==> src/rtl/yuv420_frame_ctrl_pkg.sv <==
// Shared definitions for the yuv420 frame sequencer: stream word type codes
// (mirroring the packer's DTYPE_* set) and the sequencer state encoding.
package yuv420_frame_ctrl_pkg;

  localparam int DTYPE_WIDTH = 3;

  localparam logic [DTYPE_WIDTH-1:0] DTYPE_PIXEL       = 3'd0;
  localparam logic [DTYPE_WIDTH-1:0] DTYPE_FRAME_START = 3'd1;
  localparam logic [DTYPE_WIDTH-1:0] DTYPE_FRAME_END   = 3'd2;
  localparam logic [DTYPE_WIDTH-1:0] DTYPE_LINE_START  = 3'd3;
  localparam logic [DTYPE_WIDTH-1:0] DTYPE_LINE_END    = 3'd4;
  localparam logic [DTYPE_WIDTH-1:0] DTYPE_HEADER      = 3'd5;

  typedef enum logic [1:0] {
    YFC_IDLE    = 2'd0,
    YFC_WAIT_FS = 2'd1,
    YFC_PASS    = 2'd2,
    YFC_SKIP    = 2'd3
  } yfc_state_e;

  typedef struct packed {
    logic [DTYPE_WIDTH-1:0] dtype;
    logic [15:0]            meta;
    logic [7:0]             y;
    logic [7:0]             u;
    logic [7:0]             v;
  } yfc_word_t;

endpackage

==> src/rtl/yuv420_frame_ctrl.sv <==
// Frame-boundary gate and config shadow in front of the yuv420 packer.
// Optional skipped-frame statistics are built when YUV420_FRAME_CTRL_STATS_EN is defined.
module yuv420_frame_ctrl
  import yuv420_frame_ctrl_pkg::*;
#(
  parameter int MAX_FRAMES_W = 16,
  parameter int SKIP_W       = 8
) (
  input  logic                    clk,
  input  logic                    reset,
  input  logic                    start,
  input  logic                    stop,
  input  logic [15:0]             cfg_image_type,
  input  logic                    cfg_enable,
  input  logic [SKIP_W-1:0]       cfg_skip,
  input  logic [MAX_FRAMES_W-1:0] cfg_num_frames,
  input  logic                    dvi,
  input  logic [DTYPE_WIDTH-1:0]  dtypei,
  input  logic [15:0]             meta_datai,
  input  logic [7:0]              yi,
  input  logic [7:0]              ui,
  input  logic [7:0]              vi,
  output logic                    dvo,
  output logic [DTYPE_WIDTH-1:0]  dtypeo,
  output logic [15:0]             meta_datao,
  output logic [7:0]              yo,
  output logic [7:0]              uo,
  output logic [7:0]              vo,
  output logic [15:0]             image_type,
  output logic                    enable,
  output logic                    busy,
  output logic [MAX_FRAMES_W-1:0] frame_count,
  output logic [MAX_FRAMES_W-1:0] frames_skipped
);

  localparam logic [MAX_FRAMES_W-1:0] FC_ONE  = {{(MAX_FRAMES_W-1){1'b0}}, 1'b1};
  localparam logic [MAX_FRAMES_W-1:0] FC_MAX  = {MAX_FRAMES_W{1'b1}};
  localparam logic [MAX_FRAMES_W-1:0] FC_ZERO = {MAX_FRAMES_W{1'b0}};
  localparam logic [SKIP_W-1:0]       SK_ONE  = {{(SKIP_W-1){1'b0}}, 1'b1};
  localparam logic [SKIP_W-1:0]       SK_ZERO = {SKIP_W{1'b0}};

  yfc_state_e              state_q, state_d;
  logic [SKIP_W-1:0]       skip_cnt_q, skip_cnt_d;
  logic                    stop_pend_q, stop_pend_d;
  logic [MAX_FRAMES_W-1:0] frame_count_q, frame_count_d;
  yfc_word_t               word_q, word_d;
  logic                    dvo_q, dvo_d;
  logic [15:0]             image_type_q, image_type_d;
  logic                    enable_q, enable_d;
  logic                    busy_q;

  yfc_word_t               in_word_s;
  logic                    is_fs_s;
  logic                    is_fe_s;
  logic [MAX_FRAMES_W-1:0] fc_inc_s;
  logic                    limit_hit_s;

  assign in_word_s   = '{dtype: dtypei, meta: meta_datai, y: yi, u: ui, v: vi};
  assign is_fs_s     = dvi && (dtypei == DTYPE_FRAME_START);
  assign is_fe_s     = dvi && (dtypei == DTYPE_FRAME_END);
  assign fc_inc_s    = (frame_count_q == FC_MAX) ? frame_count_q : frame_count_q + FC_ONE;
  assign limit_hit_s = (cfg_num_frames != FC_ZERO) && (fc_inc_s == cfg_num_frames);

  // Next-state, gating and shadow-config decisions
  always_comb begin
    state_d       = state_q;
    skip_cnt_d    = skip_cnt_q;
    stop_pend_d   = stop_pend_q;
    frame_count_d = frame_count_q;
    word_d        = word_q;
    dvo_d         = 1'b0;
    image_type_d  = image_type_q;
    enable_d      = enable_q;

    case (state_q)
      YFC_IDLE: begin
        if (start && !stop) begin
          state_d       = YFC_WAIT_FS;
          skip_cnt_d    = SK_ZERO;
          stop_pend_d   = 1'b0;
          frame_count_d = FC_ZERO;
        end else begin
          state_d = YFC_IDLE;
        end
      end

      YFC_WAIT_FS: begin
        if (stop) begin
          state_d = YFC_IDLE;
        end else if (is_fs_s) begin
          if (skip_cnt_q == SK_ZERO) begin
            state_d      = YFC_PASS;
            image_type_d = cfg_image_type;
            enable_d     = cfg_enable;
            dvo_d        = 1'b1;
            word_d       = in_word_s;
          end else begin
            state_d    = YFC_SKIP;
            skip_cnt_d = skip_cnt_q - SK_ONE;
          end
        end else begin
          state_d = YFC_WAIT_FS;
        end
      end

      YFC_PASS: begin
        if (dvi) begin
          dvo_d  = 1'b1;
          word_d = in_word_s;
        end else begin
          dvo_d = 1'b0;
        end
        // A stop arriving together with FRAME_END still ends capture at this boundary
        if (is_fe_s) begin
          frame_count_d = fc_inc_s;
          skip_cnt_d    = cfg_skip;
          stop_pend_d   = 1'b0;
          if (stop_pend_q || stop || limit_hit_s) begin
            state_d = YFC_IDLE;
          end else begin
            state_d = YFC_WAIT_FS;
          end
        end else if (stop) begin
          stop_pend_d = 1'b1;
        end else begin
          stop_pend_d = stop_pend_q;
        end
      end

      YFC_SKIP: begin
        if (stop) begin
          state_d = YFC_IDLE;
        end else if (is_fe_s) begin
          state_d = YFC_WAIT_FS;
        end else begin
          state_d = YFC_SKIP;
        end
      end

      default: begin
        state_d = YFC_IDLE;
      end
    endcase
  end

  // State, counters and registered output stage
  always_ff @(posedge clk) begin
    if (reset) begin
      state_q       <= YFC_IDLE;
      skip_cnt_q    <= SK_ZERO;
      stop_pend_q   <= 1'b0;
      frame_count_q <= FC_ZERO;
      word_q        <= '0;
      dvo_q         <= 1'b0;
      image_type_q  <= 16'h0000;
      enable_q      <= 1'b0;
      busy_q        <= 1'b0;
    end else begin
      state_q       <= state_d;
      skip_cnt_q    <= skip_cnt_d;
      stop_pend_q   <= stop_pend_d;
      frame_count_q <= frame_count_d;
      word_q        <= word_d;
      dvo_q         <= dvo_d;
      image_type_q  <= image_type_d;
      enable_q      <= enable_d;
      busy_q        <= (state_q != YFC_IDLE);
    end
  end

`ifdef YUV420_FRAME_CTRL_STATS_EN
  logic [MAX_FRAMES_W-1:0] frames_skipped_q;
  logic                    skip_evt_s;
  logic                    stats_clr_s;

  assign skip_evt_s  = (state_q == YFC_WAIT_FS) && !stop && is_fs_s && (skip_cnt_q != SK_ZERO);
  assign stats_clr_s = (state_q == YFC_IDLE) && start && !stop;

  // Saturating count of frames dropped by decimation
  always_ff @(posedge clk) begin
    if (reset) begin
      frames_skipped_q <= FC_ZERO;
    end else if (stats_clr_s) begin
      frames_skipped_q <= FC_ZERO;
    end else if (skip_evt_s && (frames_skipped_q != FC_MAX)) begin
      frames_skipped_q <= frames_skipped_q + FC_ONE;
    end else begin
      frames_skipped_q <= frames_skipped_q;
    end
  end

  assign frames_skipped = frames_skipped_q;
`else
  assign frames_skipped = FC_ZERO;
`endif

  assign dvo         = dvo_q;
  assign dtypeo      = word_q.dtype;
  assign meta_datao  = word_q.meta;
  assign yo          = word_q.y;
  assign uo          = word_q.u;
  assign vo          = word_q.v;
  assign image_type  = image_type_q;
  assign enable      = enable_q;
  assign busy        = busy_q;
  assign frame_count = frame_count_q;

endmodule

==> config.mk <==
export PLATFORM = sky130hd
export DESIGN_NAME = yuv420_frame_ctrl
export DESIGN_NICKNAME = d
export VERILOG_FILES = /design/src/rtl/yuv420_frame_ctrl_pkg.sv /design/src/rtl/yuv420_frame_ctrl.sv
export SDC_FILE = /design/constraint.sdc
export NUM_CORES = 1
export LEC_CHECK = 0
export CORE_UTILIZATION = 45
export DETAILED_ROUTE_END_ITERATION = 7
export PLACE_DENSITY = 0.95
export SLEW_MARGIN = 10
export SYNTH_ARGS = -nofsm -noshare
export SYNTH_HDL_FRONTEND = slang
export SYNTH_SLANG_ARGS = --single-unit
==> constraint.sdc <==
create_clock -name clk -period 4.5 [get_ports clk]
set_input_delay 0.9 -clock clk [delete_from_list [all_inputs] [get_ports clk]]
set_output_delay 0.9 -clock clk [all_outputs]
set_load 0.02 [all_outputs]
==> results of run 1 <==
[worst paths after layout]
path                      startpoint                    endpoint  slack [ps]  cells after the start
min               vo[2]$_SDFFE_PP0P_          vo[2]$_SDFFE_PP0P_         460                      2
max reg2reg  state_q[0]$_SDFFE_PP0N_  skip_cnt_q[0]$_SDFFE_PP0P_        1360                      8
min reg2reg       vo[2]$_SDFFE_PP0P_          vo[2]$_SDFFE_PP0P_         460                      2
max                        dtypei[0]  skip_cnt_q[0]$_SDFFE_PP0P_        1160                      8
[routing by layer]
metal / up-vias / track usage / share of wire
met5: - / 0 / 0
met4: 0 / 0.0912 / 0.022
met3: 29 / 0.0658 / 0.081
met2: 237 / 0.437 / 0.51
met1: 2244 / 0.288 / 0.39
li1: 2306 / - / -
[logic make-up (layout without fill, tap and decap cells)]
group,count (synthesis),count (layout),synth area share
simple gates,257,257,0.269
compound gates,148,148,0.195
flops,89,89,0.392
buf+inv,66,198,0.0716
xor+xnor,22,22,0.0424
fa+ha+maj,8,8,0.0220
mux,3,3,0.00688
other cells,1,16,0.000825
[cells in the mapped netlist, types with 3 or more instances]
master	n	area, sq um
nand2_1	137	514
dfxtp_1	89	1780
a21oi_1	88	440
nor2_1	37	139
clkbuf_1	31	116
xnor2_1	18	158
buf_4	16	120
nor3_1	16	80.1
o21ai_0	14	70.1
a22oi_1	13	97.6
inv_1	11	41.3
nand3_1	11	55.1
nor3b_1	9	67.6
ha_1	8	100
nand4_1	7	43.8
nor4_1	7	43.8
and3_1	6	37.5
buf_2	6	30.0
a311oi_1	4	35.0
a31oi_1	4	25.0
xor2_1	4	35.0
a2111oi_0	3	26.3
and2_1	3	18.8
nand2b_1	3	18.8
nor2b_1	3	18.8
o22ai_1	3	18.8
[registers in the layout, summed over array words and instances, names as in the netlist]
name         count
dtypeo           3
busy             1
uo               8
image_type      16
state_q          2
dvo              1
enable           1
yo               8
skip_cnt_q       8
meta_datao      16
stop_pend_q      1
frame_count     16
vo               8
[power breakdown]
| part | total (uW) | leakage [uW] | internal, uW | switching, uW |
|---|---|---|---|---|
| clock network | 583 | 0.000108 | 294 | 289 |
| logic | 169 | 0.00130 | 91.1 | 78.3 |
| registers | 791 | 0.000717 | 789 | 1.75 |
| total | 1540 | 0.00212 | 1170 | 369 |
[through the flow]
stage	area [sq um]	setup WS, ps
5_1_grt	6400	859
3_3_place_gp	6190	982
3_5_place_dp	6190	834
2_1_floorplan	4600	1770
4_1_cts	6400	1210
6_report	6400	1160
[final cells by class]
| type | instances | area (sq um) | share of cell area |
|---|---|---|---|
| multi-input combinational | 454 | 2510 | 0.392 |
| sequential | 89 | 1780 | 0.278 |
| timing repair buffer | 171 | 1690 | 0.265 |
| tap | 133 | 166 | 0.0260 |
| clock buffer | 12 | 155 | 0.0242 |
| clock inverter | 4 | 56.3 | 0.00880 |
| inverter | 11 | 41.3 | 0.00645 |
[worst max-delay path, cell delays in order]
cell,delay [ps]
clkdlybuf4s50_1,520
nand4bb_1,220
a22oi_1,180
o21ai_1,410
a2bb2oi_1,930
nor3b_1,140
a21oi_1,170
nor2_1,60
==> run_results.csv, run 1 <==
group,metric,value,unit
clock_network,cts_resized,0,
grt,first_global_vias,4438,
timing,setup-tns-final,0,ps
die,rows,36,
yosys,synth_area,4550,sq um
place,dpl.hpwl,10100,microns
timing,hold_viol,0,
detailed_routing,vias,4816,
grt,grt_start_max_net_pins,63,
die,ios,183,
timing,fin_skew,8.32,ps
clock_network,cts-root-buf,"clkbuf_8",
critical_path,required,4690,ps
detailed_routing,first_pass_iters,5,
clock_network,cts_buffer_depth,2,
die,core,9770,sq um
power,peakVddDrop,0.148,mV
die,die_area,10500,sq um
yosys,ys_ff_latch,89,
run_status,status,"complete, no violations",
worst_hold_path,hp-class,"reg2reg",
grt,track_usage,0.248,
cells_and_area,final_util,0.655,
timing,maxSlewHeadroom,0.223,
grt,grt_pass1_wl,20800,microns
cells_and_area,fin_nets,833,
critical_path,worst_setup_path_start_kind,"input pin",
critical_path,end_kind,"flop",
clock_network,cts_sinks,89,
clock_network,cts_hold_buf,0,
detailed_routing,avgViaCountPerCell,5.51,
power,p_total,1540,uW
cells_and_area,fillers,788,
yosys,ys_types,61,
grt,antenna_found_initial,0,
critical_path,cp.arrival,3530,ps
die,initial_utilization,0.465,
detailed_routing,drc_errors,0,
timing,setup_viol,0,
timing,tightestPinTransition,1160,ps
yosys,async_flop_share,0,
detailed_routing,drt_iter0_drc,337,
die,chipWidth,103,microns
cells_and_area,stdcell_count,874,
yosys,synth_ff_type,"dfxtp_1",
place,finalWeightedCongestion,0.922,
clock_network,clock_latency,340,ps
clock_network,cts_buffers,9,
job,cap_violations,0,
yosys,synth-edff-count,0,
place,io_buffer_count,166,
yosys,synth_cells,594,
timing,fmax,299,MHz
cells_and_area,layout_common_cells,"clkdlybuf4s50_1 (165), nand2_1 (137), dfxtp_1 (89), a21oi_1 (88), nor2_1 (37)",
critical_path,crit_path_max_fanout,16,
die,die_h,103,microns
yosys,synth-seq-area-share,0.392,
place,placed_cells,858,
cells_and_area,antenna_cells,0,
critical_path,critPathKind,"in2reg",
yosys,yosys_warnings,0,
power,power_leakage,0.00212,uW
detailed_routing,wirelength,13700,microns
power,p_per_area,241,nW/um^2
timing,period_minus_slack,3340,ps
clock_network,clkSlewWorstSetupHoldPaths,90,ps
clock_network,cts_setup_buffers,0,
cells_and_area,syn2layout_area_growth,40.8,%
detailed_routing,wl_per_cell,15.6,microns
clock_network,htreeDepth,3,
cells_and_area,layout.cells.most_common,"clkdlybuf4s50_1",
timing,holdWs,455,ps
detailed_routing,drt.antenna.violating_nets,0,
timing,rsz0062_at_grt,"no",
timing,fin_crit_sh,0.743,
timing,drv_slew,0,
yosys,syn_avg_cell_area,7.65,sq um
grt,grt-ovfl-total,0,
cells_and_area,drive_gt1_frac,0.0459,
clock_network,cts_tree,"yes",
Power figures use the tool's default switching activity.
==> inputs of run 2 (changes only) <==
CORE_UTILIZATION = 44   (was 45)
PLACE_DENSITY = 0.93   (was 0.95)
clock period = 3.3 ns   (was 4.5 ns; I/O delays follow)
==> run_results.csv, run 2 (synthesized netlist as in run 1, its figures left out) <==
group,metric,value,unit
place,finalWeightedCongestion,0.988,
cells_and_area,layout.cells.most_common,"clkdlybuf4s50_1",
clock_network,cts_buffer_depth,2,
clock_network,clkSlewWorstSetupHoldPaths,90,ps
critical_path,ff2ff_setup_slack,410,ps
clock_network,cts-root-buf,"clkbuf_8",
worst_hold_path,holdPathStages,2,
die,initial_utilization,0.459,
detailed_routing,drt_iter0_drc,325,
critical_path,cp_top_family,"compound AO/OA/AOI/OAI gates",
timing,fin_skew,12.2,ps
cells_and_area,fin_nets,842,
timing,fmax,343,MHz
clock_network,cts_buffers,9,
power,comb_power_share,0.111,
cells_and_area,drive_gt1_frac,0.0587,
worst_hold_path,min_to,"image_type[4]$_SDFFE_PP0P_",
power,peakVddDrop,0.249,mV
power,cellInternalPower,1630,uW
timing,period_minus_slack,2920,ps
clock_network,clock_latency,340,ps
clock_network,cts_sinks,89,
critical_path,end_kind,"flop",
power,switching_share,0.240,
cells_and_area,fillers,836,
clock_network,cts_resized,0,
die,die_area,10700,sq um
cells_and_area,layout_common_cells,"clkdlybuf4s50_1 (165), nand2_1 (137), dfxtp_1 (89), a21oi_1 (88), nor2_1 (37)",
run_status,status,"complete, no violations",
critical_path,cp.arrival,3120,ps
detailed_routing,vias,4900,
die,core,9910,sq um
clock_network,htreeDepth,3,
die,die_h,104,microns
cells_and_area,multi_input_area,2510,sq um
power,p_total,2140,uW
critical_path,cpPeakStageDelay,930,ps
critical_path,critPathKind,"in2reg",
die,chipWidth,104,microns
critical_path,r2r_start,"state_q[0]$_SDFFE_PP0N_",
timing,setup_viol,0,
critical_path,required,3510,ps
detailed_routing,drc_errors,0,
critical_path,cpMaxStageDelayCell,"a2bb2oi_1",
grt,grt-ovfl-total,0,
critical_path,crit_path_max_fanout,16,
timing,tightestPinTransition,1150,ps
power,switching_power,513,uW
die,rows,36,
detailed_routing,drt.antenna.violating_nets,0,
cells_and_area,syn2layout_area_growth,43.0,%
critical_path,worst_setup_path_start_kind,"input pin",
detailed_routing,avgViaCountPerCell,5.55,
grt,grt_start_max_net_pins,46,
power,power_frac_clock,0.384,
grt,first_global_vias,4742,
clock_network,cts_tree,"yes",
critical_path,rr_worst_depth,8,
grt,antenna_found_initial,0,
worst_hold_path,hold_path_startpoint,"image_type[4]$_SDFFE_PP0P_",
detailed_routing,first_pass_iters,5,
power,seqPwrFrac,0.504,
critical_path,crit_buf_inv,1,
detailed_routing,wirelength,14200,microns
critical_path,rr_endpoint,"skip_cnt_q[7]$_SDFFE_PP0P_",
place,dpl.hpwl,10400,microns
timing,rsz0062_at_grt,"no",
job,cap_violations,0,
timing,drv_slew,0,
worst_hold_path,hp-class,"reg2reg",
timing,setup-tns-final,0,ps
critical_path,crit_chain,"clkdlybuf4s50_1 > nand4bb_1 > a22oi_1 > o21ai_1 > a2bb2oi_1 > nor2_1 > a22oi_1 > nor2_1",
clock_network,cts_hold_buf,0,
grt,grt_pass1_wl,23100,microns
die,ios,183,
timing,maxSlewHeadroom,0.228,
power,power_leakage,0.00218,uW
place,io_buffer_count,166,
detailed_routing,wl_per_cell,16.1,microns
grt,track_usage,0.263,
power,p_per_area,329,nW/um^2
cells_and_area,antenna_cells,0,
cells_and_area,ff_latch_area,1780,sq um
timing,hold_viol,0,
timing,fin_crit_sh,0.884,
clock_network,cts_setup_buffers,0,
[run 2: changes by cell type in the layout (fill, tap and decap cells not counted)]
cell,change
clkinv_4,+2
buf_4,+8
clkbuf_1,-1
inv_8,+1
buf_12,+1
o22ai_2,-1
clkbuf_8,+1
inv_6,-3
o22ai_4,+1
[run 2: power groups by stage]
stage               Sequential, uW  Combinational [uW]  Clock, uW
global route                  1080                 253        896
finish                        1080                 238        821
detailed placement            1100                 234          0
global placement              1100                 228          0
CTS                           1080                 236        840
floorplan                     1110                 101          0
[run 2: how the worst max path moves through the flow]
| stage | start | to | depth (start not counted) |
|---|---|---|---|
| finish | dvi | skip_cnt_q[7]$_SDFFE_PP0P_ | 8 |
| global route | state_q[0]$_SDFFE_PP0N_ | skip_cnt_q[4]$_SDFFE_PP0P_ | 8 |
| CTS | state_q[0]$_SDFFE_PP0N_ | skip_cnt_q[7]$_SDFFE_PP0P_ | 8 |
| detailed placement | dvi | skip_cnt_q[7]$_SDFFE_PP0P_ | 8 |
| global placement | dtypei[0] | skip_cnt_q[6]$_SDFFE_PP0P_ | 8 |
| floorplan | frame_count[0]$_SDFFE_PP0P_ | state_q[0]$_SDFFE_PP0N_ | 8 |
[run 2: metrics by stage]
step	cell area [sq um]	hold slack, ps	util	std cells	worst slack, ps
after floorplan	4600	445	-	609	572
after global placement	6280	437	0.633	867	294
after detailed placement	6280	447	0.633	867	85.7
after CTS	6500	461	0.656	883	410
after global routing	6500	476	0.656	883	57.2
final	6500	457	0.656	883	384
[run 2: area by class of cell]
type,count,area share
Multi-Input combinational cell,454,0.387
Clock inverter,4,0.00905
Sequential cell,89,0.274
Clock buffer,12,0.0254
Tap cell,133,0.0256
Timing Repair Buffer,180,0.273
Inverter,11,0.00635
[run 2: routing by layer]
layer	GRT usage	wire, microns	vias to the layer above
li1	-	-	2330
met1	0.312	5680	2305
met2	0.461	7250	230
met3	0.0566	945	35
met4	0.100	366	0
met5	0	0	-
[run 2: tightest hold or removal path, cell delays in order, from the launching register on]
cell and delay, ps:
dfxtp_1 320, nand2_1 50, a21oi_1 50
==> patch, RTL diff (flow settings as in run 1) <==
The option `YUV420_FRAME_CTRL_STATS_EN` is turned on by a define.
--- a/src/rtl/yuv420_frame_ctrl.sv
+++ b/src/rtl/yuv420_frame_ctrl.sv
@@ -1,5 +1,7 @@
 // Frame-boundary gate and config shadow in front of the yuv420 packer.
 // Optional skipped-frame statistics are built when YUV420_FRAME_CTRL_STATS_EN is defined.
+`define YUV420_FRAME_CTRL_STATS_EN
+
 module yuv420_frame_ctrl
   import yuv420_frame_ctrl_pkg::*;
 #(
Check against the original RTL: not equivalent (Yosys sat finds a counterexample within 10 cycles, from zero or initial values and one cycle with reset high).
==> patch against run 1 <==
Area after synthesis up 9.9%; wire length down 1.6%; setup slack improved by 0.12 ns; design area increased by 11%; non-clock buffer count increased by 17; power up 12%; sequential cell count grew 16; global-route usage fell by 1.7 points; combinational power rose by 37%.
==> patch: results (changes against run 1) <==
number of buffers added on ports 182 (+9.6%); Clock Latency Late Sink 0.36 ns (+0.02 ns); worst-path maximum fanout 32 (+16); worst vdd ir 0.0001948 V (+31%); Slew @ Worst Pin 0.9635 ns (-0.2014 ns); CTS root buf clkbuf_8; cell area after placement 0.006898 mm² (+11%); routed vias/inst 5.433 (-1.4%); register area share after synthesis 0.4209 (+0.02898); post-synthesis async set-or-reset flop share 0 (unchanged); clk buf depth 2 (unchanged); Final nets 866 (+4.0%); Clk pin slew, worst setup/hold paths 0.10 ns; largest net degree at the start of global routing 39 (-38%); drt total wl 13.44 mm (-1.6%); HP Class reg -> reg; Synth Area in Compound Gates 0.09897 (-0.09618); vias in the first global route 4682 (+5.5%); antenna violations before repair 0 (unchanged); clock skew 0.01096 ns (+0.002641 ns); GRT Overall Usage 0.2310 (-0.01718); layout cells sized above 1 0.04016 (-0.005729); leak pwr 0.002740 µW (+29%); Area contributors post-synth dfxtp_1, mux2i_1, nand2_1, nor2_1, xnor2_1; multiplexer area fraction after synthesis 0.08820 (+0.08132); status complete, no violations; Ys Warns 0 (unchanged); first-pass GRT wire length 21.19 mm (+2.0%); top post-synthesis cells by count dfxtp_1, nand2_1, nor2_1; XOR/XNOR share of the synthesized area 0.07692 (+0.03453); CP max stage delay 0.52 ns (-0.41 ns); data arrival time of the worst path 3.46 ns (-0.07 ns); Distinct cells, synth 50 (-18%); CTS H-tree depth 3 (unchanged); residual DRC count 0 (unchanged); Initial DRC Count 289 (-14%); Post-CTS Setup Repair Bufs 0 (unchanged); Resize count post-CTS 0 (unchanged); Post-Synth Adder-Cell Area 0.02255 (+0.0005304); DR pass1 iterations 6 (+1); GPL Wtd Cong 0.8889 (-3.6%); post-DP HPWL 9.924 mm (-1.7%); cell at the slowest stage of the critical path clkdlybuf4s50_1; Top Family by Delay on Critical Path simple AND/OR/NAND/NOR gates; ant diodes 0 (unchanged); clock buffer count from CTS 9 (unchanged)
## patch: power by group
part,leakage (µW),switching [µW],internal [µW]
Sequential,0.000849,9.20,945
Combinational,0.00180,104,129
Clock,0.0000956,312,230
Total,0.00274,425,1300
## patch: routing by layer
layer | track usage | vias to the layer above | part of all wire
li1 | - | 2392 | -
met1 | 0.2647 | 2283 | 0.41
met2 | 0.3931 | 248 | 0.47
met3 | 0.08051 | 32 | 0.10
met4 | 0.09002 | 0 | 0.021
met5 | 0 | - | 0
## patch: through the flow
step,std cells,util,power [µW],hold slack [ns],worst slack (ns)
after floorplan,603,-,1075,0.4449,1.672
after global placement,897,0.6363,1204,0.4414,1.056
after detailed placement,897,0.6363,1208,0.4485,0.9024
after CTS,912,0.6528,1746,0.4610,1.290
after global routing,912,0.6528,1803,0.4841,1.093
final,912,0.6528,1728,0.4576,1.280
## patch: cell type report
class / count / area [µm²]
Clock inverter: 4 / 27.53
Inverter: 13 / 48.80
Sequential cell: 105 / 2102
Fill cell: 904 / 3764
Tap cell: 140 / 175.2
Multi-Input combinational cell: 451 / 2710
Timing Repair Buffer: 188 / 1862
Clock buffer: 11 / 151.4
## patch: cells by family (layout without fill, tap and decap cells)
family,Yosys count,count (layout)
buffers and inverters,47,216
XOR/XNOR,43,43
multiplexers,44,44
AND/OR/NAND/NOR,270,270
adder cells (fa/ha/maj),9,9
AO/OA/AOI/OAI,85,85
flip-flops,105,105
## patch: worst min-delay path, cell delays in order (launching register included)
cell and delay (ns):
dfxtp_1 0.32, nand2_1 0.05, a21oi_1 0.05
## patch: path summary, 6_finish.rpt
check | startpoint | to | slack (ns) | depth (start not counted)
min | image_type[11] | image_type[11] | 0.46 | 2
min reg2reg | image_type[11] | image_type[11] | 0.46 | 2
max | dvi | uo[2] | 1.28 | 9
max reg2reg | frame_count[0] | state_q[0] | 1.33 | 8
